**src/rtl/sccb_pkg.sv**
```systemverilog
// Shared SCCB definitions: slave state encoding and phase framing constants.
// Used by both the SCCB master and the loop-back slave.
package sccb_pkg;

    typedef enum logic [2:0] {
        ST_IDLE,
        ST_ID,
        ST_SUB,
        ST_WDAT,
        ST_RDAT,
        ST_IGNORE
    } sccb_slv_st_e;

    localparam int   SCCB_BIT_PER_PHASE = 9;
    localparam logic SCCB_WR_BIT        = 1'b0;
    localparam logic SCCB_RD_BIT        = 1'b1;

endpackage

```
**src/rtl/sccb_slave_regfile_if.sv**
```systemverilog
// SCCB pad signals plus the register-write strobe port of the slave.
interface sccb_slave_regfile_if;

    logic       sio_c_i;
    logic       sio_d_i;
    logic       sio_d_o;
    logic       sio_d_oe_o;
    logic       wr_vld_o;
    logic [7:0] wr_addr_o;
    logic [7:0] wr_data_o;
    logic       busy_o;

    modport master (
        output sio_c_i, sio_d_i,
        input  sio_d_o, sio_d_oe_o, wr_vld_o, wr_addr_o, wr_data_o, busy_o
    );

    modport slave (
        input  sio_c_i, sio_d_i,
        output sio_d_o, sio_d_oe_o, wr_vld_o, wr_addr_o, wr_data_o, busy_o
    );

endinterface

```
**src/rtl/sccb_slave_regfile_line_sync.sv**
```systemverilog
// Synchronizes sio_c/sio_d into sys_clk and derives clock edge and
// START/STOP pulses. Chains reset to 1 so an idle (high) bus produces
// no spurious events when reset is released.
module sccb_line_sync #(
    parameter int SYNC_STG = 2
) (
    input  logic sys_clk,
    input  logic rst_n,
    input  logic sio_c,
    input  logic sio_d,
    output logic sda,
    output logic scl_rise,
    output logic scl_fall,
    output logic start,
    output logic stop
);

    logic [SYNC_STG-1:0] c_sync;
    logic [SYNC_STG-1:0] d_sync;
    logic                c_q;
    logic                d_q;
    logic                scl;

    // Synchronizer chains followed by one extra stage for edge detection
    always_ff @(posedge sys_clk or negedge rst_n) begin
        if (!rst_n) begin
            c_sync <= '1;
            d_sync <= '1;
            c_q    <= 1'b1;
            d_q    <= 1'b1;
        end else begin
            c_sync <= {c_sync[SYNC_STG-2:0], sio_c};
            d_sync <= {d_sync[SYNC_STG-2:0], sio_d};
            c_q    <= c_sync[SYNC_STG-1];
            d_q    <= d_sync[SYNC_STG-1];
        end
    end

    assign scl      = c_sync[SYNC_STG-1];
    assign sda      = d_sync[SYNC_STG-1];
    assign scl_rise = scl & ~c_q;
    assign scl_fall = ~scl & c_q;
    assign start    = scl & c_q & d_q & ~sda;
    assign stop     = scl & c_q & ~d_q & sda;

endmodule

```
**src/rtl/sccb_slave_regfile.sv**
```systemverilog
// SCCB responder with an internal 8-bit register file for loop-back builds.
// Handles 3-phase write, 2-phase write and 2-phase read; every committed
// write is published on wr_vld_o/wr_addr_o/wr_data_o.
// Optional feature macro: SCCB_SLV_ACK_EN (drive an I2C-style ACK on the
// 9th bit of matched ID, SUB and WDAT phases).
module sccb_slave_regfile #(
    parameter logic [6:0] SLV_ID   = 7'h21,
    parameter int         REG_NUM  = 256,
    parameter int         SYNC_STG = 2
) (
    input logic                  sys_clk,
    input logic                  rst_n,
    sccb_slave_regfile_if.slave  bus
);

    import sccb_pkg::*;

    localparam logic [3:0] LAST_BIT = 4'(SCCB_BIT_PER_PHASE - 1);

    sccb_slv_st_e state;
    sccb_slv_st_e state_nxt;

    logic       sda;
    logic       scl_rise;
    logic       scl_fall;
    logic       start;
    logic       stop;

    logic [3:0] bit_cnt;
    logic [7:0] shreg;
    logic [7:0] sub_addr;
    logic [7:0] regs [256];

    logic       sda_out;
    logic       sda_oe;
    logic       wr_vld;
    logic [7:0] wr_addr;
    logic [7:0] wr_data;
    logic       busy;

    logic       active;
    logic       phase_done;
    logic       id_match;
    logic       sub_mapped;
    logic [7:0] rd_byte;

    sccb_line_sync #(.SYNC_STG(SYNC_STG)) u_sync (
        .sys_clk  (sys_clk),
        .rst_n    (rst_n),
        .sio_c    (bus.sio_c_i),
        .sio_d    (bus.sio_d_i),
        .sda      (sda),
        .scl_rise (scl_rise),
        .scl_fall (scl_fall),
        .start    (start),
        .stop     (stop)
    );

    assign active     = (state == ST_ID) || (state == ST_SUB) ||
                        (state == ST_WDAT) || (state == ST_RDAT);
    assign phase_done = scl_rise && active && (bit_cnt == LAST_BIT);
    assign id_match   = (shreg[7:1] == SLV_ID);
    assign sub_mapped = (32'(sub_addr) < REG_NUM);
    assign rd_byte    = sub_mapped ? regs[sub_addr] : 8'h00;

    // State register
    always_ff @(posedge sys_clk or negedge rst_n) begin
        if (!rst_n) state <= ST_IDLE;
        else        state <= state_nxt;
    end

    // Next state: START/STOP override everything, otherwise advance per phase
    always_comb begin
        state_nxt = state;
        if (start) begin
            state_nxt = ST_ID;
        end else if (stop) begin
            state_nxt = ST_IDLE;
        end else if (phase_done) begin
            case (state)
                ST_ID:   state_nxt = !id_match ? ST_IGNORE :
                                     (shreg[0] == SCCB_RD_BIT) ? ST_RDAT : ST_SUB;
                ST_SUB:  state_nxt = ST_WDAT;
                ST_WDAT: state_nxt = ST_IGNORE;
                ST_RDAT: state_nxt = ST_IGNORE;
                default: state_nxt = state;
            endcase
        end
    end

    // Bit counter, shift register, sub-address and busy flag
    always_ff @(posedge sys_clk or negedge rst_n) begin
        if (!rst_n) begin
            bit_cnt  <= 4'd0;
            shreg    <= 8'h00;
            sub_addr <= 8'h00;
            busy     <= 1'b0;
        end else if (start || stop) begin
            bit_cnt <= 4'd0;
            shreg   <= 8'h00;
            busy    <= start;
        end else begin
            if (scl_rise && active) begin
                if (bit_cnt == LAST_BIT) begin
                    bit_cnt <= 4'd0;
                end else begin
                    bit_cnt <= bit_cnt + 4'd1;
                    shreg   <= {shreg[6:0], sda};
                end
            end
            if (phase_done && state == ST_SUB) sub_addr <= shreg;
        end
    end

    // Write strobe: one-cycle pulse after the 9th bit of WDAT, even if unmapped
    always_ff @(posedge sys_clk or negedge rst_n) begin
        if (!rst_n) begin
            wr_vld  <= 1'b0;
            wr_addr <= 8'h00;
            wr_data <= 8'h00;
        end else begin
            wr_vld <= 1'b0;
            if (!start && !stop && phase_done && state == ST_WDAT) begin
                wr_vld  <= 1'b1;
                wr_addr <= sub_addr;
                wr_data <= shreg;
            end
        end
    end

    // Register file: updated together with the strobe, mapped addresses only
    always_ff @(posedge sys_clk or negedge rst_n) begin
        if (!rst_n) begin
            for (int i = 0; i < 256; i++) regs[i] <= 8'h00;
        end else if (!start && !stop && phase_done && state == ST_WDAT && sub_mapped) begin
            regs[sub_addr] <= shreg;
        end
    end

    // Bus drive: changes only after a synchronized sio_c falling edge
    always_ff @(posedge sys_clk or negedge rst_n) begin
        if (!rst_n) begin
            sda_oe  <= 1'b0;
            sda_out <= 1'b0;
        end else if (start || stop) begin
            sda_oe  <= 1'b0;
            sda_out <= 1'b0;
        end else if (scl_fall) begin
            sda_oe  <= 1'b0;
            sda_out <= 1'b0;
            if (state == ST_RDAT && bit_cnt != LAST_BIT) begin
                sda_oe  <= 1'b1;
                sda_out <= rd_byte[~bit_cnt[2:0]];
            end
`ifdef SCCB_SLV_ACK_EN
            else if (bit_cnt == LAST_BIT &&
                     ((state == ST_ID && id_match) || state == ST_SUB || state == ST_WDAT)) begin
                sda_oe  <= 1'b1;
                sda_out <= 1'b0;
            end
`else
            else begin
                sda_oe  <= 1'b0;
                sda_out <= 1'b0;
            end
`endif
        end
    end

    assign bus.sio_d_o    = sda_out;
    assign bus.sio_d_oe_o = sda_oe;
    assign bus.wr_vld_o   = wr_vld;
    assign bus.wr_addr_o  = wr_addr;
    assign bus.wr_data_o  = wr_data;
    assign bus.busy_o     = busy;

endmodule

```
**src/flat_wrapper.sv**
```systemverilog
// flat-port wrapper written by rule: the top's interface ports become plain ports
module sccb_slave_regfile_flat import sccb_pkg::*;
#(
    parameter logic [6:0] SLV_ID   = 7'h21,
    parameter int         REG_NUM  = 256,
    parameter int         SYNC_STG = 2
)
  (sys_clk, rst_n, bus_sio_c_i, bus_sio_d_i, bus_sio_d_o, bus_sio_d_oe_o, bus_wr_vld_o, bus_wr_addr_o, bus_wr_data_o, bus_busy_o);
  sccb_slave_regfile_if bus_i ();
  input logic sys_clk;
  input logic rst_n;
  input wire logic [$bits(bus_i.sio_c_i)-1:0] bus_sio_c_i;
  input wire logic [$bits(bus_i.sio_d_i)-1:0] bus_sio_d_i;
  output wire logic [$bits(bus_i.sio_d_o)-1:0] bus_sio_d_o;
  output wire logic [$bits(bus_i.sio_d_oe_o)-1:0] bus_sio_d_oe_o;
  output wire logic [$bits(bus_i.wr_vld_o)-1:0] bus_wr_vld_o;
  output wire logic [$bits(bus_i.wr_addr_o)-1:0] bus_wr_addr_o;
  output wire logic [$bits(bus_i.wr_data_o)-1:0] bus_wr_data_o;
  output wire logic [$bits(bus_i.busy_o)-1:0] bus_busy_o;
  assign bus_i.sio_c_i = bus_sio_c_i;
  assign bus_i.sio_d_i = bus_sio_d_i;
  assign bus_sio_d_o = bus_i.sio_d_o;
  assign bus_sio_d_oe_o = bus_i.sio_d_oe_o;
  assign bus_wr_vld_o = bus_i.wr_vld_o;
  assign bus_wr_addr_o = bus_i.wr_addr_o;
  assign bus_wr_data_o = bus_i.wr_data_o;
  assign bus_busy_o = bus_i.busy_o;
  sccb_slave_regfile #(.SLV_ID(SLV_ID), .REG_NUM(REG_NUM), .SYNC_STG(SYNC_STG)) u_core (.sys_clk(sys_clk), .rst_n(rst_n), .bus(bus_i));
endmodule
```
**config.mk**
```make
export PLATFORM = sky130hd
export DESIGN_NAME = sccb_slave_regfile_flat
export DESIGN_NICKNAME = d
export VERILOG_FILES = /design/src/rtl/sccb_pkg.sv /design/src/rtl/sccb_slave_regfile_if.sv /design/src/rtl/sccb_slave_regfile_line_sync.sv /design/src/rtl/sccb_slave_regfile.sv /design/src/flat_wrapper.sv
export SDC_FILE = /design/constraint.sdc
export NUM_CORES = 2
export LEC_CHECK = 0
export ABC_CLOCK_PERIOD_IN_PS = 5700
export BUFFER_PORTS_ARGS = -buffer_cell sky130_fd_sc_hd__buf_2
export CAP_MARGIN = 20
export CORE_MARGIN = 1.5
export CORE_UTILIZATION = 55
export DETAILED_ROUTE_END_ITERATION = 12
export PLACE_DENSITY_LB_ADDON = 0.12
export SLEW_MARGIN = 20
export SYNTH_ARGS = -nofsm -noshare
export SYNTH_HDL_FRONTEND = slang
export SYNTH_SLANG_ARGS = --single-unit
```
**constraint.sdc**
```tcl
create_clock -name sys_clk -period 5.7 [get_ports sys_clk]
set_clock_uncertainty 0.05 [all_clocks]
set_input_delay 1.14 -clock sys_clk [delete_from_list [all_inputs] [get_ports sys_clk]]
set_output_delay 1.14 -clock sys_clk [all_outputs]
set_load 0.05 [all_outputs]
```
After elaboration in Yosys (flattened, before gate mapping)
Cells that the tools add are included.
{"block": "word_totals", "regBits": 2097, "output_inout_bits": 20, "elab_cells": 345}
{"block": "op_classes", "add_sub_neg": 1, "n_lt_le_gt_ge": 3, "n_eq_ne": 8, "mux": 27, "n_bitwise": 14, "n_reduce_logical": 22}
{"op": "$bwmux W2048", "n": 1}
{"op": "$bmux W8 S8", "n": 1}
{"op": "$demux W8 S8", "n": 1}
{"op": "$mux W8", "n": 6}
{"op": "$mux W3", "n": 5}
{"op": "$mux W4", "n": 3}
{"op": "$ge A9 B9 Y1 const B", "n": 1}
{"op": "$lt A9 B1 Y1 const B", "n": 1}
{"op": "$not A8 Y9", "n": 1}
{"op": "$pmux W3 S3", "n": 1}
{"op": "$logic_and A1 B1 Y1", "n": 8}
{"op": "$mux W1", "n": 8}
{"op": "$and A1 B1 Y1", "n": 7}
{"op": "$eq A7 B6 Y1 const B", "n": 1}
{"op": "$eq A3 B2 Y1 const B", "n": 2}
{"op": "$reduce_and A2 Y1", "n": 3}
{"op": "$not A1 Y1", "n": 5}
{"op": "$reduce_bool A5 Y1", "n": 1}
{"op": "$add A4 B1 Y4 const B", "n": 1}
{"op": "$eq A4 B4 Y1 const B", "n": 1}
{"op": "$logic_or A1 B1 Y1", "n": 4}
{"op": "$lt A3 B4 Y1 const B", "n": 1}
{"op": "$ne A4 B4 Y1 const B", "n": 1}
{"op": "$reduce_bool A2 Y1", "n": 2}
{"op": "other kinds (8)", "n": 9}

Depth between registers and ports, before layout
{"block": "depth", "depth_word": 9, "depth_mapped": 14}

Hierarchy
Synthesis repeated with hierarchy kept, for this count alone.
{"block": "unflattened", "hier_cells": 6238, "hier_area_um2": 96775.3}
{"module": "sccb_slave_regfile", "instances": 1, "cells_per_inst": 6228, "area_per_inst_um2": 96585.1, "seq_area_each_um2": 52325.2}
{"module": "sccb_line_sync", "instances": 1, "cells_per_inst": 10, "area_per_inst_um2": 190.2, "seq_area_each_um2": 157.7}

Least setup slack after synthesis
Ideal clock, no wire load.
{"block": "synth_timing", "kind": "register -> register", "start": "register u_core.bit_cnt[0]", "end": "register u_core.regs[992] (netlist name)", "setup_ps": 125, "arrival_ps": 2849, "required_time_ps": 5525, "path_slack_ps": 2677, "stages_incl_launch_ff": 14, "period_less_slack_ps": 3023, "cell_sequence": "dfrtp_1 -> clkbuf_1 -> inv_1 -> ha_1 -> nand3b_1 -> nor2_1 -> nand3_1 -> inv_1 -> nand2_1 -> nor2_1 -> nand2_2 -> buf_4 -> nor2_2 -> mux2_2"}
{"block": "synth_between", "elab_chain_cells": 4}
{"element": "start, declared", "line": "sccb_slave_regfile.sv:29", "source": "logic [3:0] bit_cnt;"}
{"element": "start signal, assigned", "line": "sccb_slave_regfile.sv:107", "source": "bit_cnt <= bit_cnt + 4'd1;"}
{"element": "$eq A4 B4 Y1", "line": "sccb_slave_regfile.sv:61", "source": "assign phase_done = scl_rise && active && (bit_cnt == LAST_BIT);"}
{"element": "$logic_and A1 B1 Y1", "line": "sccb_slave_regfile.sv:61"}
{"element": "$logic_and A1 B1 Y1 (2 in series)", "line": "sccb_slave_regfile.sv:135", "source": "end else if (!start && !stop && phase_done && state == ST_WDAT && sub_mapped) begin"}
{"element": "end signal, assigned by index", "line": "sccb_slave_regfile.sv:136", "source": "regs[sub_addr] <= shreg;"}
{"element": "end, declared", "line": "sccb_slave_regfile.sv:32", "source": "logic [7:0] regs [256];"}
No other way between the ends.
A chain may end at the register's enable or synchronous reset.

Final worst setup path
{"block": "layout_timing", "start": "register u_core.sub_addr[0]", "end": "register u_core.sda_out (netlist: u_core.bus.sio_d_o)"}
{"block": "layout_between", "elab_chain_cells": 9}
{"element": "start, declared", "line": "sccb_slave_regfile.sv:31", "source": "logic [7:0] sub_addr;"}
{"element": "start signal, assigned", "line": "sccb_slave_regfile.sv:111", "source": "if (phase_done && state == ST_SUB) sub_addr <= shreg;"}
{"element": "$not A8 Y9 (not written as such)", "line": "sccb_slave_regfile.sv:64", "source": "assign rd_byte = sub_mapped ? regs[sub_addr] : 8'h00;"}
{"element": "$bmux W8 S8", "line": "sccb_slave_regfile.sv:64"}
{"element": "$mux W8 (not written as such) (2 in series)", "line": "sccb_slave_regfile.sv:64"}
{"element": "$bmux W1 S3", "line": "sccb_slave_regfile.sv:153", "source": "sda_out <= rd_byte[~bit_cnt[2:0]];"}
{"element": "$mux W1 (not written as such)", "line": "sccb_slave_regfile.sv:153"}
{"element": "$mux W1", "line": "sccb_slave_regfile.sv:151", "source": "if (state == ST_RDAT && bit_cnt != LAST_BIT) begin"}
{"element": "$mux W1", "line": "sccb_slave_regfile.sv:148", "source": "end else if (scl_fall) begin"}
{"element": "$mux W1", "line": "sccb_slave_regfile.sv:145", "source": "end else if (start || stop) begin"}
{"element": "end signal, assigned", "line": "sccb_slave_regfile.sv:153"}
{"element": "end, declared", "line": "sccb_slave_regfile.sv:34", "source": "logic sda_out;"}
No other way between the ends. The select of a mux whose other input is x is not followed.

==> flow_summary.yaml <==
worst_setup_path:
  crit_fanout: 31
  r2r_slack_ps: 790
  crit_arrival_ps: 5610
  start_kind: "flop"
  cp-end-kind: "flop"
  worstSetupPathType: "flop to flop"
  crit_required_ps: 6400
drt:
  routed_wl_mm: 287.2
  drt_pass1_iterations: 6
  wl_per_cell_um: 32.90
  drtIter0Drc: 6033
  drtAntennaViolNets: 0
  num_vias: 57970
  drc_errors: 0
  vias_per_cell: 6.640
sta:
  slew_headroom_pct: 14.92
  setup_viol_count_final: 0
  slew_violations: 0
  rsz0062_at_grt: "no"
  timing.final.crit_share_pct: 86.11
  setup_tns_ps: 0
  finalHoldViolCount: 0
  whs_ps: 188.8
  fmax_mhz: 203.7
  timing_worst_slew_pin_value_ps: 1266
  period_minus_slack_ps: 4908
synthesis:
  ys_types: 77
  synth_area_um2: 95550
  netlist_top_cells_count: "dfrtp_1 (2091), mux2_2 (2033), mux4_2 (463)"
  synth_seq_cells: 2097
  synth_flop_cell: "dfrtp_1"
  synth_top_area_share_pct: 54.76
  synth_edf_count: 0
  synth.largest_area_cell: "dfrtp_1"
  synth_seq_area_share_pct: 54.93
  syn_nets: 6267
  synth_warnings: 0
  syn_area_per_cell_um2: 15.26
  synthMostInstantiatedCell: "dfrtp_1"
  synthTopCellsByArea: "dfrtp_1 (55%), mux2_2 (24%), mux4_2 (11%)"
  async_flop_share_pct: 100.0
  syn_inst: 6261
cells_and_area:
  seq_area_um2: 52530
  fill_cells: 12940
  final_cell_area_um2: 106000
  multiInputGateArea_um2: 41050
  nets: 6245
  syn2layout_area_growth_pct: 10.90
  drive_above_1_share_pct: 51.52
  fin_cells: 8730
grt:
  gr-total-overflow: 0
  grt_max_degree: 225
  track_usage_pct: 33.19
  antenna_found_initial: 12
  grt_pass1_vias: 59020
  grt_pass1_wl_mm: 422.8
power:
  irDropWorstVdd_mv: 0.2804
  p_per_area_nw_per_um2: 285.3
  power.total_mw: 30.23
  leakage_nw: 49.77
place:
  portBuffers: 23
  hpwl_mm: 184.9
  placedCellCount: 8329
  dpl_cell_area_um2: 98820
  gp_congestion: 0.9239
status:
  outcome: "finished, final reports clean"
clock_tree:
  cts_sinks: 2097
  cts.htree.levels: 4
  path_clk_slew_ps: 60
  worstSkewPairLatency_ps: 870
  clk_path_buf_depth: 3
  cts_root_buffer: "clkbuf_16"
  cts_hold_buf: 0
  cts_resized: 0
  cts_tree: "built"
  cts_buffers: 216
  post_cts_buffers: 0
job:
  cap_violations: 0
die:
  rows: 152
  start_util_pct: 55.51
  die_y_um: 419.8
  coreArea_um2: 172100
  die_w_um: 419.8
  io_pins: 24
  die-area_um2: 176200
worst_hold_path:
  min_path_type: "primary input to async pin"
[stage by stage]
step | utilization (%) | setup WS, ps
floorplan | - | 2677
global placement | 57.41 | 833.2
detailed placement | 57.41 | 857.3
CTS | 61.53 | 855.7
global route | 61.56 | 752.4
finish | 61.56 | 791.6
[critical path, stage by stage (launching register included)]
cell,delay (ps)
dfrtp_4,980
buf_4,440
buf_4,330
mux4_2,550
nand2_1,80
nand2_1,110
a21oi_1,340
o21ai_0,140
nor4_1,790
nand3_1,230
o2111a_1,300
o41a_1,420
[state kept, by name (all words and copies together), names as in the netlist]
signal,flops
u_core.regs,2048
u_core.bus.wr_addr_o,8
u_core.bus.wr_data_o,8
u_core.shreg,8
u_core.sub_addr,8
u_core.bit_cnt,4
u_core.state,3
u_core.u_sync.c_sync,2
u_core.u_sync.d_sync,2
u_core.bus.busy_o,1
u_core.bus.sio_d_o,1
u_core.bus.sio_d_oe_o,1
u_core.bus.wr_vld_o,1
u_core.u_sync.c_q,1
u_core.u_sync.d_q,1
[kinds of logic after synthesis]
group                    after synthesis  share of synthesized area (%)
flip-flops                          2097                          54.93
AND/OR/NAND/NOR                      630                          3.334
AO/OA/AOI/OAI                        387                          2.835
buffers and inverters                488                          2.286
XOR/XNOR                               1                       0.009168
adder cells (fa/ha/maj)                2                        0.02619
multiplexers                        2656                          36.58
[routing by layer]
metal	track usage, %	part of all wire [%]	vias to the layer above
li1	-	-	23340
met1	46.74	42	31640
met2	49.67	45	2347
met3	8.046	8.6	625
met4	13.55	4.7	14
met5	0	0.041	-
[cell usage in the layout, fill, tap and decap left out, types with 13 or more instances in the layout]
cell type | synthesis | final
a211oi_1 | 17 | 17
a21oi_1 | 65 | 65
a22oi_1 | 150 | 150
buf_12 | 0 | 46
buf_2 | 69 | 22
buf_4 | 35 | 171
clkbuf_1 | 306 | 57
clkbuf_16 | 0 | 219
clkbuf_8 | 0 | 59
clkinv_2 | 0 | 44
dfrtp_1 | 2091 | 2077
mux2_1 | 24 | 24
mux2_2 | 2033 | 2033
mux2i_1 | 136 | 136
mux4_2 | 463 | 463
nand2_1 | 213 | 213
nand2_2 | 38 | 38
nand2b_1 | 13 | 13
nand3_1 | 40 | 40
nand4_1 | 15 | 15
nor2_1 | 79 | 72
nor2_2 | 132 | 132
nor3_1 | 22 | 20
nor4_1 | 21 | 16
o21ai_0 | 40 | 39
o22ai_1 | 26 | 26
[area by class of cell]
class | count | share of cell area, %
Timing Repair Buffer | 241 | 2.236
Sequential cell | 2097 | 49.57
Tap cell | 2310 | 2.728
Clock inverter | 63 | 0.5467
Inverter | 7 | 0.02716
Multi-Input combinational cell | 3676 | 38.74
Clock buffer | 335 | 6.140
Antenna cell | 1 | 0.002362
[final timing paths]
kind                                          from                      end  cells past startpoint
max in group asynchronous                    rst_n        u_core.regs[1606]                      2
setup reg to reg                u_core.sub_addr[0]       u_core.bus.sio_d_o                     11
hold / removal                               rst_n         u_core.regs[945]                      1
setup / recovery                u_core.sub_addr[0]       u_core.bus.sio_d_o                     11
min in group sys_clk       u_core.u_sync.d_sync[0]  u_core.u_sync.d_sync[1]                      0
hold reg to reg            u_core.u_sync.d_sync[0]  u_core.u_sync.d_sync[1]                      0
[power by group]
part / total [mW] / switching, mW / internal [mW]
sequential: 15.1 / 0.169 / 14.9
clock: 14.1 / 6.04 / 8.05
combinational: 1.06 / 0.909 / 0.149
total: 30.2 / 7.12 / 23.1
No activity file was read; power rests on OpenSTA's default activity.
